--- src/rtl/pio_mbox_pkg.sv ---
// Shared types and constants for the PIO toggle-handshake mailbox responder.
package pio_mbox_pkg;

    typedef enum logic [1:0] {
        IDLE,
        CAPTURE,
        CMD,
        RSP
    } state_e;

    localparam int unsigned TOGGLE_BIT = 31;
    localparam int unsigned PAYLOAD_W  = 31;

    localparam logic [PAYLOAD_W-1:0] DEFAULT_TIMEOUT_CODE = 31'h7FFF_FFFF;

endpackage

--- src/rtl/pio_bus_sync.sv ---
// WIDTH-bit x STAGES-deep flop chain bringing a host-written bus into the block clock domain.
module pio_bus_sync #(
    parameter int unsigned WIDTH  = 32,
    parameter int unsigned STAGES = 2
) (
    input  logic             clk_i,
    input  logic             rst_ni,
    input  logic [WIDTH-1:0] d_i,
    output logic [WIDTH-1:0] q_o
);

    logic [WIDTH-1:0] sync_q [STAGES];

    // Shift the input word down the chain; reset clears every stage to zero.
    always_ff @(posedge clk_i) begin
        if (!rst_ni) begin
            for (int unsigned i = 0; i < STAGES; i++) begin
                sync_q[i] <= '0;
            end
        end else begin
            sync_q[0] <= d_i;
            for (int unsigned i = 1; i < STAGES; i++) begin
                sync_q[i] <= sync_q[i-1];
            end
        end
    end

    assign q_o = sync_q[STAGES-1];

endmodule

--- src/rtl/pio_mailbox_responder.sv ---
// Fabric-side responder for a toggle-handshake mailbox over two 32-bit PIO exports.
// Captures a host command, hands it to user logic over valid/ready, returns the
// user response (or a watchdog error code) with the ack toggle matching the request.
module pio_mailbox_responder
    import pio_mbox_pkg::*;
#(
    parameter int unsigned          SYNC_STAGES    = 2,
    parameter int unsigned          TIMEOUT_CYCLES = 1000000,
    parameter logic [PAYLOAD_W-1:0] TIMEOUT_CODE   = DEFAULT_TIMEOUT_CODE
) (
    input  logic                 clk_clk,
    input  logic                 reset_reset_n,
    input  logic [31:0]          mbox_out_export,
    output logic [31:0]          mbox_in_export,
    output logic                 cmd_valid,
    input  logic                 cmd_ready,
    output logic [PAYLOAD_W-1:0] cmd_data,
    input  logic                 rsp_valid,
    output logic                 rsp_ready,
    input  logic [PAYLOAD_W-1:0] rsp_data,
    output logic                 busy,
    output logic [7:0]           timeout_count
);

    // Timer value on the last permitted cycle; unused when the watchdog is disabled.
    localparam logic [31:0] TMAX = (TIMEOUT_CYCLES == 0) ? 32'd0 : 32'(TIMEOUT_CYCLES - 1);

    logic [31:0]          sw;
    state_e               state_q, state_d;
    logic [PAYLOAD_W-1:0] cmd_data_q, cmd_data_d;
    logic                 req_tog_q, req_tog_d;
    logic [31:0]          mbox_in_q, mbox_in_d;
    logic [31:0]          timer_q, timer_d;
    logic [7:0]           tcnt_q, tcnt_d;
    logic                 timeout_hit;

    pio_bus_sync #(
        .WIDTH  (32),
        .STAGES (SYNC_STAGES)
    ) u_sync (
        .clk_i  (clk_clk),
        .rst_ni (reset_reset_n),
        .d_i    (mbox_out_export),
        .q_o    (sw)
    );

    assign timeout_hit = (TIMEOUT_CYCLES != 0) && (timer_q == TMAX);

    // Next-state logic: request detect, capture, command/response handshakes and watchdog.
    always_comb begin
        state_d    = state_q;
        cmd_data_d = cmd_data_q;
        req_tog_d  = req_tog_q;
        mbox_in_d  = mbox_in_q;
        timer_d    = timer_q;
        tcnt_d     = tcnt_q;
        case (state_q)
            IDLE: begin
                if (sw[TOGGLE_BIT] != mbox_in_q[TOGGLE_BIT]) begin
                    state_d = CAPTURE;
                end
            end
            CAPTURE: begin
                cmd_data_d = sw[PAYLOAD_W-1:0];
                req_tog_d  = sw[TOGGLE_BIT];
                timer_d    = '0;
                state_d    = CMD;
            end
            CMD: begin
                timer_d = timer_q + 32'd1;
                if (cmd_ready) begin
                    state_d = RSP;
                end else if (timeout_hit) begin
                    mbox_in_d = {req_tog_q, TIMEOUT_CODE};
                    tcnt_d    = (tcnt_q == 8'hFF) ? tcnt_q : tcnt_q + 8'd1;
                    state_d   = IDLE;
                end
            end
            RSP: begin
                timer_d = timer_q + 32'd1;
                if (rsp_valid) begin
                    mbox_in_d = {req_tog_q, rsp_data};
                    state_d   = IDLE;
                end else if (timeout_hit) begin
                    mbox_in_d = {req_tog_q, TIMEOUT_CODE};
                    tcnt_d    = (tcnt_q == 8'hFF) ? tcnt_q : tcnt_q + 8'd1;
                    state_d   = IDLE;
                end
            end
            default: state_d = IDLE;
        endcase
    end

    // State and datapath registers with synchronous active-low reset.
    always_ff @(posedge clk_clk) begin
        if (!reset_reset_n) begin
            state_q    <= IDLE;
            cmd_data_q <= '0;
            req_tog_q  <= 1'b0;
            mbox_in_q  <= '0;
            timer_q    <= '0;
            tcnt_q     <= '0;
        end else begin
            state_q    <= state_d;
            cmd_data_q <= cmd_data_d;
            req_tog_q  <= req_tog_d;
            mbox_in_q  <= mbox_in_d;
            timer_q    <= timer_d;
            tcnt_q     <= tcnt_d;
        end
    end

    assign mbox_in_export = mbox_in_q;
    assign cmd_valid      = (state_q == CMD);
    assign cmd_data       = cmd_data_q;
    assign rsp_ready      = (state_q == RSP);
    assign busy           = (state_q != IDLE);
    assign timeout_count  = tcnt_q;

endmodule

--- config.mk ---
export PLATFORM = sky130hd
export DESIGN_NAME = pio_mailbox_responder
export DESIGN_NICKNAME = d
export VERILOG_FILES = /design/src/rtl/pio_mbox_pkg.sv /design/src/rtl/pio_bus_sync.sv /design/src/rtl/pio_mailbox_responder.sv
export SDC_FILE = /design/constraint.sdc
export NUM_CORES = 1
export LEC_CHECK = 0
export BUFFER_PORTS_ARGS = -buffer_cell sky130_fd_sc_hd__buf_2
export CORE_MARGIN = 4
export CORE_UTILIZATION = 53
export CTS_BUF_LIST = sky130_fd_sc_hd__clkbuf_16
export CTS_CLUSTER_DIAMETER = 60
export DETAILED_ROUTE_END_ITERATION = 12
export PLACE_DENSITY = 0.79
export SLEW_MARGIN = 20
export SYNTH_ARGS = -nofsm -noshare
export SYNTH_HDL_FRONTEND = slang
export SYNTH_SLANG_ARGS = --single-unit
export TNS_END_PERCENT = 20
--- constraint.sdc ---
create_clock -name clk_clk -period 2.5 [get_ports clk_clk]
set_input_delay 0 -clock clk_clk [delete_from_list [all_inputs] [get_ports clk_clk]]
set_output_delay 0 -clock clk_clk [all_outputs]
set_load 0.02 [all_outputs]
## Yosys cells after proc, flatten, opt, wreduce, memory -nomap -nowiden

Memory sizes are Yosys's and may differ from the RTL's.
Cells that the tools add are included.

- $add $sub $neg: 2
- Equal/unequal tests: 9
- Multiplexer cells: 19
- Bitwise operators: 2
- Reduce and logical (&&, ||, !) cells: 7

Operator list:

| cell | count |
|---|---|
| $mux 32 | 5 |
| $pmux 32 s2 | 2 |
| $add 32x1->32 const B | 1 |
| $eq 32x20->1 const B | 1 |
| $mux 8 | 4 |
| $pmux 8 s2 | 1 |
| $add 8x1->8 const B | 1 |
| $eq 8x8->1 const B | 1 |
| $mux 2 | 4 |
| $pmux 2 s4 | 1 |
| $ne 2x2->1 const B | 3 |
| $reduce_bool 2->1 | 3 |
| $eq 2x2->1 const B | 2 |
| $reduce_and 3->1 | 1 |
| $eq 2x1->1 const B | 1 |
| $logic_not 2->1 | 1 |
| $mux 1 | 2 |
| $or 1x1->1 | 2 |
| $reduce_and 2->1 | 1 |
| $reduce_or 2->1 | 1 |
| $ne 1x1->1 | 1 |

- Flip-flop bits (word level): 106
- RAM bits: 64
- Bits of input ports: 67
- Output and inout port bits: 74
- Memories: 1

Memories:

| name | depth | width | rd ports | clocked after Yosys merged registers in | write ports | RTL line | text |
|---|---|---|---|---|---|---|---|
| u_sync.sync_q | 2 | 32 | 2 | 0 | 2 | pio_bus_sync.sv:12 | `logic [WIDTH-1:0] sync_q [STAGES];` |

## Depth between registers and ports, before layout

Gate-level depths: netlist (run 1).

- Word-level depth: 5
- Gate-level depth with buffers: 8
- Depth with buffers taken out: 6

## Hierarchy

A second synthesis (run 1) with hierarchy kept.

- Cells, all modules: 640
- Area, all modules: 6412.4 um2

By module, submodules not included:

| module | instances | cells each | area each (um2) | seq. area each (um2) |
|---|---|---|---|---|
| pio_mailbox_responder | 1 | 474 | 4380.5 | 2122.0 |
| pio_bus_sync | 1 | 166 | 2031.9 | 1281.2 |

## Least setup slack after synthesis (run 1)

OpenSTA, ideal clock, no wires.

- Path kind: flip-flop to flip-flop
- Start: reg timer_q[0]
- End: reg tcnt_q[7], in the netlist timeout_count[7]
- Library setup time: 0.070 ns
- Arrival: 2.054 ns
- Data required time: 2.430 ns
- Slack: 0.376 ns
- Stages on the path, launching flop included: 8
- Path through: dfxtp_1 ha_1 and4_1 nand4_1 or4_1 buf_2 or4_1 a21oi_1

- Longest elaborated chain between the ends: 4

Ends and longest elaborated chain:

| item | RTL line | text |
|---|---|---|
| start, declared | pio_mailbox_responder.sv:33 | `logic [31:0] timer_q, timer_d;` |
| start signal, assigned | pio_mailbox_responder.sv:108 | `timer_q <= timer_d;` |
| $eq 32x20->1 (*) | pio_mailbox_responder.sv:47 | `assign timeout_hit = (TIMEOUT_CYCLES != 0) && (timer_q == TMAX);` |
| $mux 8 (*) | n/a |  |
| $mux 8 (on tied branches) | n/a |  |
| $pmux 8 s2 (*) | n/a |  |
| end signal, assigned | pio_mailbox_responder.sv:109 | `tcnt_q <= tcnt_d;` |
| end, declared | pio_mailbox_responder.sv:34 | `logic [7:0] tcnt_q, tcnt_d;` |

Mark *: on every way between the ends. The rest lies on a longest branch, timed or not. The select of a mux whose other input is x is not followed.
A chain may end at the register's enable or synchronous reset.

## Final worst setup path (run 1)

- Start: reg timer_q[0]
- End: reg tcnt_q[3], in the netlist timeout_count[3]

Same word-level chain as after synthesis.

==> results of run 1 <==
==> final cells by class <==
type / instances / area (µm²)
multi-input combinational: 388 / 2390
timing repair buffer: 217 / 1440
tap: 140 / 175
clock buffer: 17 / 425
sequential: 170 / 3400
antenna: 1 / 2.50
clock inverter: 15 / 135
inverter: 5 / 18.8
fill: 742 / 2940
==> power groups by stage <==
stage | clock network, mW | logic [mW] | registers (mW)
finish | 2.49 | 0.607 | 2.86
global route | 2.67 | 0.661 | 2.87
global placement | 0 | 0.498 | 2.92
detailed placement | 0 | 0.515 | 2.92
floorplan | 0 | 0.318 | 2.92
CTS | 2.52 | 0.598 | 2.86
==> cell families after synthesis <==
family	Yosys count
compound gates	110
flops	170
fa+ha+maj	2
xor+xnor	8
mux	8
simple gates	260
buf+inv	45
==> metrics by stage <==
stage | cell area [µm²] | hold slack (ns) | utilization (%) | power (mW) | instances
finish | 7990 | 0.0371 | 73.1 | 5.96 | 953
detailed placement | 6790 | 0.208 | 62.1 | 3.44 | 856
global route | 7990 | 0.0486 | 73.1 | 6.20 | 953
CTS | 7990 | 0.0235 | 73.1 | 5.98 | 952
floorplan | 5960 | 0.127 | - | 3.24 | 603
global placement | 6790 | 0.206 | 62.1 | 3.41 | 856
==> worst max-delay path, delay by kind of cell, from the launching register on <==
kind                     cells  cell delay [ns]
AO/OA/AOI/OAI                1             0.14
adder cells (fa/ha/maj)      1             0.20
buffers and inverters        1             0.21
flip-flops                   1             0.37
AND/OR/NAND/NOR              4             1.32
==> timing repair <==
action | 4_1_cts | 5_1_grt
hold endpoints to repair | 64 | 0
setup buffers | 0 | 0
hold buffers | 64 | 0
setup endpoints to repair | 0 | 0
resized for setup | 0 | 0
==> layout by cell type, fill, tap and decap left out, types with 2 or more instances in the layout <==
master / netlist / layout
dfxtp_1: 170 / 170
buf_2: 1 / 140
nand2_1: 88 / 88
and2_1: 67 / 67
dlygate4sd3_1: 0 / 64
a21oi_1: 46 / 45
o221a_2: 31 / 31
nor2_1: 26 / 26
nand4_1: 23 / 23
nand3_1: 19 / 19
clkbuf_16: 0 / 17
buf_4: 0 / 13
o31ai_1: 10 / 10
and3_1: 8 / 8
mux2_2: 7 / 7
xor2_1: 6 / 6
inv_6: 0 / 6
or4_1: 5 / 5
o211ai_1: 5 / 5
o41ai_1: 5 / 5
inv_1: 5 / 4
or2_2: 4 / 4
or3_1: 4 / 4
clkinv_2: 0 / 4
nor4b_2: 3 / 3
and4_1: 3 / 3
o21ai_0: 3 / 3
nor4_2: 2 / 2
o311ai_0: 2 / 2
o2111ai_1: 2 / 2
xnor2_1: 2 / 2
a31oi_1: 2 / 2
ha_1: 2 / 2
clkinv_4: 0 / 2
==> flip-flops by register name, indices dropped and copies added (netlist names) <==
name            cells
state_q             2
cmd_data           31
mbox_in_export     32
timer_q            32
req_tog_q           1
u_sync.sync_q      64
timeout_count       8
==> worst paths after layout <==
| path | startpoint | to | slack [ns] | cells after the start |
|---|---|---|---|---|
| setup reg to reg | timer_q[0] | timeout_count[3] | 0.19 | 7 |
| hold reg to reg | u_sync.sync_q[0][9] | u_sync.sync_q[0][41] | 0.43 | 1 |
| setup / recovery | timer_q[0] | timeout_count[3] | 0.19 | 7 |
| hold / removal | cmd_ready | state_q[1] | 0.04 | 4 |
==> metal layers <==
metal	track usage [%]	wire length [µm]
met1	28.5	6150
met2	41.1	8040
met3	6.92	974
met4	15.3	778
met5	0	0
==> metrics, run 1 <==
status=finished, final reports clean; Post-Synth Simple-Gate Area=23.0%; hpwl dp=9690 µm; Cell Rows=38; Adder-Cell Fraction of Synth Area=0.420%; critical path data required time=2.85 ns; IO Port Bufs=140; switching portion of total power=25.7%; fin crit period=2.31 ns; async set or reset register ratio after synthesis=0%; die area=13000 µm²; Clock transition at path regs=0.06 ns; Fin. Hold Viols=0; Starting DRT DRC Count=461; WL/cell=16.7 µm; Slew headroom=59.2%; sequential area share after synthesis=57.1%; multiplexer area fraction after synthesis=1.49%; top cells by count, synth=170 x dfxtp_1, 88 x nand2_1, 67 x and2_1; Setup Skew=0.0130 ns; peak supply drop=0.591 mV; Crit path arrival time=2.66 ns; power density cells=745 nW/µm²; largest family of logic cells by synthesized area=simple AND/OR/NAND/NOR gates; synth warn=0; Crit. End Element=flip-flop; CTS Sinks=170; share of post-route cells with drive strength above 1=29.1%; final setup vio count=0; Sequential Power Share=48.1%; critical path launch point type=flip-flop; final estimated routing congestion in global placement=0.824; drt total wl=15900 µm; internal power=4.43 mW; P_sw=1.53 mW; Max Clk Rate=0.433 GHz; Routed Antenna Nets=0; Num CTS Buffers=17; DRC=0; Core Area=10900 µm²; Comb power frac=10.2%; area leader, netlist=dfxtp_1; drt via density=5.55; critical path, cell by cell=ha_1, and4_1, nand4_1, or4_1, buf_4, or3_1, a21oi_1; HP Class=in2reg; Die W=114 µm; period utilization=92.4%; CTS tree=done; slowest stage cell, crit path=or4_1; crit path kind=reg2reg; Clock Power Share=41.8%; register bit total from synthesis=170; clock tree root buffer cell=clkbuf_16; most common flop cell mapped by yosys=dfxtp_1; max cap viols=0; First-pass DRT Iterations=6; total global-route track usage=24.8%; CP max stage delay=0.62 ns; Worst-Skew Late Latency=0.43 ns; number of synthesized flops with an enable pin=0; first-pass GRT wire length=25600 µm; worst slack, placed=0.257 ns; post-synthesis cell count=603; Synth cell types=43; Max Slew Vio Count=0; Synth top area share=57.1%; nets=868; Synth Area in Compound Gates=14.0%; Post-Synth XOR/XNOR Area=1.18%; initial antenna violation count=1; Synth Cell Area=5960 µm²; number of global-route vias before repair=5331; Vias=5293; CTS H-tree lvls=4; largest net degree at the start of global routing=54; worst setup margin=0.189 ns; Initial Utilization=54.5%; top post-synthesis cells by area=dfxtp_1 57%, and2_1 7.0%, o221a_2 5.9%, nand2_1 5.5%, a21oi_1 3.9%; Ports=141; Lkg Pwr=3.35 nW; CP Max Fanout=8; Area growth syn-to-layout=34.1%; setup_tns=0 ns; grt ovf=0; RSZ-0062 raised after global routing=no; Syn Nets=672; Max Buffers Root-to-Sink=2; count leader, synth=dfxtp_1; Die Y=114 µm; worst-margin pin slew=0.610 ns; post-synthesis average cell area=9.89 µm²
(Power assumes the default switching activity.)
==> inputs of run 2 (changes only) <==
--- a/config.mk
+++ b/config.mk
@@ -7,7 +7,7 @@
 export LEC_CHECK = 0
 export BUFFER_PORTS_ARGS = -buffer_cell sky130_fd_sc_hd__buf_2
 export CORE_MARGIN = 4
-export CORE_UTILIZATION = 53
+export CORE_UTILIZATION = 54
 export CTS_BUF_LIST = sky130_fd_sc_hd__clkbuf_16
 export CTS_CLUSTER_DIAMETER = 60
 export DETAILED_ROUTE_END_ITERATION = 12
@@ -15,5 +15,6 @@
 export SLEW_MARGIN = 20
 export SYNTH_ARGS = -nofsm -noshare
 export SYNTH_HDL_FRONTEND = slang
+export SYNTH_HIERARCHICAL = 1
 export SYNTH_SLANG_ARGS = --single-unit
 export TNS_END_PERCENT = 20
==> metrics, run 2 <==
status=finished, final reports clean; Max Slew Vio Count=0 (unchanged); met1 GRT Util=25.7% (-2.7 points); max reg flops=64 (unchanged); DRC=0 (unchanged); Slew headroom=51.2% (-8.0 points); hpwl dp=9230 µm (-4.8%); Final Util=71.1% (-2.0 points); fin crit period=2.04 ns (-0.269 ns); Routed Antenna Nets=0 (unchanged); CP Max Fanout=8 (unchanged); most common cell after layout, fill and taps aside=dfxtp_1; cell mode on critical path=nand4_1; Core Area=11500 µm² (+5.3%); critical path, cell by cell=nand4_1, nor3_2, nand4_1, o2111ai_1, o41ai_1; count leader, synth=dfxtp_1; Synth cell types=54 (+26%); die area=13700 µm² (+5.2%); hold depth=4 (unchanged); Ant. Diodes=0 (-1); Crit path arrival time=2.32 ns (-0.34 ns); power density cells=709 nW/µm² (-4.8%); Setup crit start=timer_q[11]; drt total wl=14600 µm (-8.1%); share of post-route cells with drive strength above 1=36.8% (+7.8 points); drt via density=5.37 (-3.3%); worst-margin pin slew=0.728 ns (+0.118 ns); Setup Skew=0.0109 ns (-0.00211 ns); CTS resizes=0 (unchanged); critical path launch point type=flip-flop; grt ovf=0 (unchanged); top cells by count, synth=170 x dfxtp_1, 95 x nand2_1, 64 x and2_2; clock tree root buffer cell=clkbuf_16; most common flop cell mapped by yosys=dfxtp_1; period utilization=81.7% (-11 points); Die W=117 µm (+2.6%); Crit. End Element=flip-flop; Lkg Pwr=3.44 nW (+2.6%); critical path data required time=2.78 ns (-0.07 ns); first-pass GRT wire length=23500 µm (-8.3%); Max Clk Rate=0.490 GHz (+13%); RSZ-0062 raised after global routing=no; HP Class=in2reg; M2 GR Usage=36.6% (-4.4 points); Ports=141 (unchanged); most flop-heavy register=u_sync/sync_q; Die Y=117 µm (+2.6%); Initial Utilization=55.7% (+1.2 points); async set or reset register ratio after synthesis=0% (unchanged); peak supply drop=0.628 mV (+6.2%); initial antenna violation count=0 (-1); register bit total from synthesis=170 (unchanged); post-synthesis average cell area=10.0 µm² (+1.3%); Worst Hold Launch=cmd_ready; sequential area share after synthesis=53.1% (-4.0 points); synth warn=6 (+6); nets=874 (+0.69%); Num CTS Buffers=17 (unchanged); Worst Reg-to-Reg Cells=5 (-2); crit path kind=reg2reg; IO Port Bufs=140 (unchanged); Min Hold Slack=0.0713 ns (+0.0342 ns); largest net degree at the start of global routing=61 (+13%); Starting DRT DRC Count=346 (-25%); most frequent cells in the layout=170 x dfxtp_1, 140 x buf_2, 95 x nand2_1; area leader, netlist=dfxtp_1; number of global-route vias before repair=5053 (-5.2%); CTS H-tree lvls=4 (unchanged); number of synthesized flops with an enable pin=0 (unchanged); CTS Sinks=170 (unchanged); CTS tree=done; WL/cell=15.3 µm (-8.8%); met3 Usage GRT=6.48% (-0.45 points); setup_tns=0 ns (unchanged); reg-to-reg startpoint=timer_q[11]; First-pass DRT Iterations=5 (-1); CP max stage delay=0.45 ns (-0.17 ns); final estimated routing congestion in global placement=0.846 (+2.7%); Cell Rows=39 (+2.6%); Area growth syn-to-layout=27.6%; top post-synthesis cells by area=dfxtp_1 53%, and2_2 7.5%, nand2_1 5.6%, o221a_2 5.4%, buf_4 4.0%; Worst-Skew Late Latency=0.42 ns (about the same); slowest stage cell, crit path=dfxtp_1; Max Buffers Root-to-Sink=2 (unchanged); Vias=5156 (-2.6%); WHS Endpoint=state_q[0]; reg2reg end=timer_q[26]; final setup vio count=0 (unchanged); Clock transition at path regs=0.06 ns (about the same); busiest grt layer=met2; Syn Nets=709 (+5.5%); Synth top area share=53.1% (-4.0 points); FF-to-FF setup slack=0.46 ns (+0.27 ns); total global-route track usage=21.6% (-3.3 points); max cap viols=0 (unchanged); Fin. Hold Viols=0 (unchanged); post-synthesis cell count=640 (+6.1%); Synth Cell Area=6410 µm² (+7.6%)
## run 2: worst max-delay path by stage
stage,endpoint,slack (ns),depth (start not counted)
after global placement,timeout_count[5],0.60,6
after global routing,timer_q[26],0.29,5
after floorplan,timeout_count[5],0.72,6
final,timer_q[26],0.46,5
after CTS,timer_q[26],0.44,5
after detailed placement,timer_q[26],0.49,5
## run 2: repair_timing
item                      CTS  global route
hold endpoints to repair   64             0
buffers inserted            0             0
hold buffers               64             0
## run 2: metrics by stage
stage	power [mW]	cells	instance area (µm²)	setup slack (ns)
floorplan	3.15	640	6410	0.718
global placement	3.25	865	6970	0.597
detailed placement	3.26	865	6970	0.488
CTS	5.84	960	8190	0.435
global route	6.02	960	8190	0.287
finish	5.81	960	8190	0.458
## run 2: layer usage
metal | part of all wire, % | vias to the layer above | wire length [µm]
met3 | 6.3 | 20 | 928
met5 | 0 | - | 0
met2 | 51 | 170 | 7420
met1 | 42 | 2436 | 6090
met4 | 1.5 | 0 | 215
li1 | - | 2530 | -
## run 2: power breakdown
group / internal [mW] / leakage [nW] / switching [mW]
sequential: 2.79 / 1.38 / 0.0446
combinational: 0.217 / 1.78 / 0.240
clock: 1.47 / 0.274 / 1.05
## run 2: logic make-up after synthesis
| kind of cell | Yosys count | synth area share [%] |
|---|---|---|
| adder cells (fa/ha/maj) | 2 | 0.390 |
| XOR/XNOR | 10 | 1.37 |
| buffers and inverters | 77 | 6.95 |
| multiplexers | 10 | 1.68 |
| flip-flops | 170 | 53.1 |
| AO/OA/AOI/OAI | 105 | 12.7 |
| AND/OR/NAND/NOR | 266 | 23.8 |
## run 2: worst max-delay path, delay by kind of cell (launching register included)
family,cells,cell delay (ns)
compound gates,2,0.44
flops,1,0.45
simple gates,3,1.01
## run 2: layout make-up
class	count	area [µm²]
Fill cell	790	3330
Tap cell	143	179
Inverter	6	22.5
Sequential cell	170	3400
Multi-Input combinational cell	393	2570
Clock inverter	14	148
Clock buffer	17	425
Timing Repair Buffer	217	1440
==> inputs of run 3 (changes only) <==
--- a/config.mk
+++ b/config.mk
@@ -7,11 +7,11 @@
 export LEC_CHECK = 0
 export BUFFER_PORTS_ARGS = -buffer_cell sky130_fd_sc_hd__buf_2
 export CORE_MARGIN = 4
-export CORE_UTILIZATION = 54
+export CORE_UTILIZATION = 48
 export CTS_BUF_LIST = sky130_fd_sc_hd__clkbuf_16
 export CTS_CLUSTER_DIAMETER = 60
 export DETAILED_ROUTE_END_ITERATION = 12
-export PLACE_DENSITY = 0.79
+export PLACE_DENSITY = 0.75
 export SLEW_MARGIN = 20
 export SYNTH_ARGS = -nofsm -noshare
 export SYNTH_HDL_FRONTEND = slang
==> constraint.sdc (replaced) <==
create_clock -name clk_clk -period 1.8 [get_ports clk_clk]
set_input_delay 0 -clock clk_clk [delete_from_list [all_inputs] [get_ports clk_clk]]
set_output_delay 0 -clock clk_clk [all_outputs]
set_load 0.02 [all_outputs]
==> metrics, run 3 (synthesis results as in run 2) <==
Lkg Pwr=3.67 nW (+6.5%); status=finished, final reports clean; total global-route track usage=19.7% (-1.9 points); CP Max Fanout=6 (-2); initial antenna violation count=0 (unchanged); critical path data required time=2.16 ns (-0.62 ns); final estimated routing congestion in global placement=0.876 (+3.5%); Max Buffers Root-to-Sink=2 (unchanged); number of global-route vias before repair=5107 (+1.1%); nets=903 (+3.3%); Sequential Power Share=49.0% (+0.2 points); most frequent cells in the layout=159 x dfxtp_1, 140 x buf_2, 93 x nand2_1; grt ovf=0 (unchanged); crit path kind=reg2reg; Fin. Hold Viols=0 (unchanged); worst setup margin=0.0124 ns (-0.446 ns); drt via density=5.13 (-4.5%); RSZ-0062 raised after global routing=yes; critical path launch point type=flip-flop; Routed Antenna Nets=0 (unchanged); Clock Power Share=42.4% (-0.9 points); Cell Rows=41 (+5.1%); peak supply drop=0.684 mV (+9.0%); Die W=124 µm (+5.7%); power density cells=931 nW/µm² (+31%); largest net degree at the start of global routing=117 (+92%); Comb power frac=8.6% (+0.7 points); most common cell after layout, fill and taps aside=dfxtp_1; final std cell area, no fill=8620 µm² (+5.3%); Max Clk Rate=0.559 GHz (+14%); Starting DRT DRC Count=303 (-12%); Crit path arrival time=2.15 ns (-0.17 ns); DRC=0 (unchanged); Area after DPL=7220 µm² (+3.5%); CTS Sinks=170 (unchanged); worst-margin pin slew=0.449 ns (-0.279 ns); max cap viols=0 (unchanged); final setup vio count=0 (unchanged); IO Port Bufs=140 (unchanged); first-pass GRT wire length=24000 µm (+2.3%); WL/cell=14.8 µm (-2.8%); switching portion of total power=24.9% (+1.9 points); hpwl dp=9520 µm (+3.2%); HP Class=in2reg; Pwr Total=8.02 mW (+38%); P_sw=1.99 mW (+50%); period utilization=99.3% (+18 points); internal power=6.02 mW (+35%); max reg flops=64 (unchanged); Num CTS Buffers=17 (unchanged); Area growth syn-to-layout=34.4%; Clock transition at path regs=0.07 ns (about the same); CTS tree=done; fin crit period=1.79 ns (-0.254 ns); drt total wl=15100 µm (+3.1%); die area=15300 µm² (+12%); CTS H-tree lvls=4 (unchanged); First-pass DRT Iterations=4 (-1); worst slack, placed=-0.0968 ns (-0.585 ns); Ports=141 (unchanged); Slew headroom=69.9% (+19 points); Ant. Diodes=0 (unchanged); Max Slew Vio Count=0 (unchanged); Vias=5226 (+1.4%); Die Y=124 µm (+5.7%); Core Area=12800 µm² (+11%); clock tree root buffer cell=clkbuf_16; Initial Utilization=50.0% (-5.7 points); Worst-Skew Late Latency=0.43 ns (about the same); share of post-route cells with drive strength above 1=42.7% (+5.9 points); Crit. End Element=flip-flop; Setup Skew=0.00973 ns (-0.00119 ns); most flop-heavy register=u_sync/sync_q
## run 3: changes by cell type in the layout (fill, tap and decap cells not counted), moves of 3 or more
cell,change
buf_4,+26
buf_12,+3
dfxtp_2,+10
dfxtp_1,-11
inv_6,+3
## run 3: power groups by stage
stage / logic [mW] / clock network, mW / registers [mW]
after detailed placement: 0.565 / 0 / 4.01
after global placement: 0.550 / 0 / 4.00
after global routing: 0.754 / 3.63 / 3.94
final: 0.693 / 3.40 / 3.93
after floorplan: 0.344 / 0 / 4.03
after CTS: 0.675 / 3.47 / 3.92
## run 3: layout make-up
cell class                      count  area (µm²)
Fill cell                         964        4210
Clock inverter                     15         136
Inverter                            6        22.5
Sequential cell                   170        3420
Tap cell                          172         215
Clock buffer                       17         425
Multi-Input combinational cell    393        2700
Timing Repair Buffer              246        1690
## run 3: stage by stage
stage / instances / util [%] / setup TNS, ns / hold WS (ns)
2_1_floorplan: 640 / - / 0 / 0.136
3_3_place_gp: 917 / 56.3 / -0.0888 / 0.219
3_5_place_dp: 917 / 56.3 / -0.664 / 0.224
4_1_cts: 1013 / 65.7 / -0.0360 / 0.0369
5_1_grt: 1019 / 67.2 / -0.0640 / 0.0761
6_report: 1019 / 67.2 / 0 / 0.0591
## run 3: per-layer routing
layer	GRT usage (%)	vias to the layer above	share of wire, %
li1	-	2591	-
met1	24.0	2453	42
met2	32.8	167	50
met3	6.22	15	7.0
met4	6.85	0	0.94
met5	0	-	0
## run 3: repair_timing
item | CTS | global route
pin swaps | 0 | 11
resized for setup | 4 | 35
hold buffers | 64 | 0
buffers inserted | 0 | 6
endpoints found under the hold margin | 64 | 0
setup endpoints to repair | 42 | 55
## run 3: worst paths after layout
check	to	slack [ns]	cells after the start	from
worst max register to register	timeout_count[5]	0.01	5	timer_q[9]
worst min register to register	cmd_data[28]	0.44	2	u_sync/sync_q[0][60]
worst min-delay path	state_q[0]	0.06	4	cmd_ready
worst max-delay path	timeout_count[5]	0.01	5	timer_q[9]
## run 3: worst max-delay path, stage by stage (launching register included)
cell and delay (ns):
dfxtp_1 0.40, nor4b_4 0.24, and4_4 0.31, nand4_4 0.13, or4_4 0.50, a21oi_2 0.14
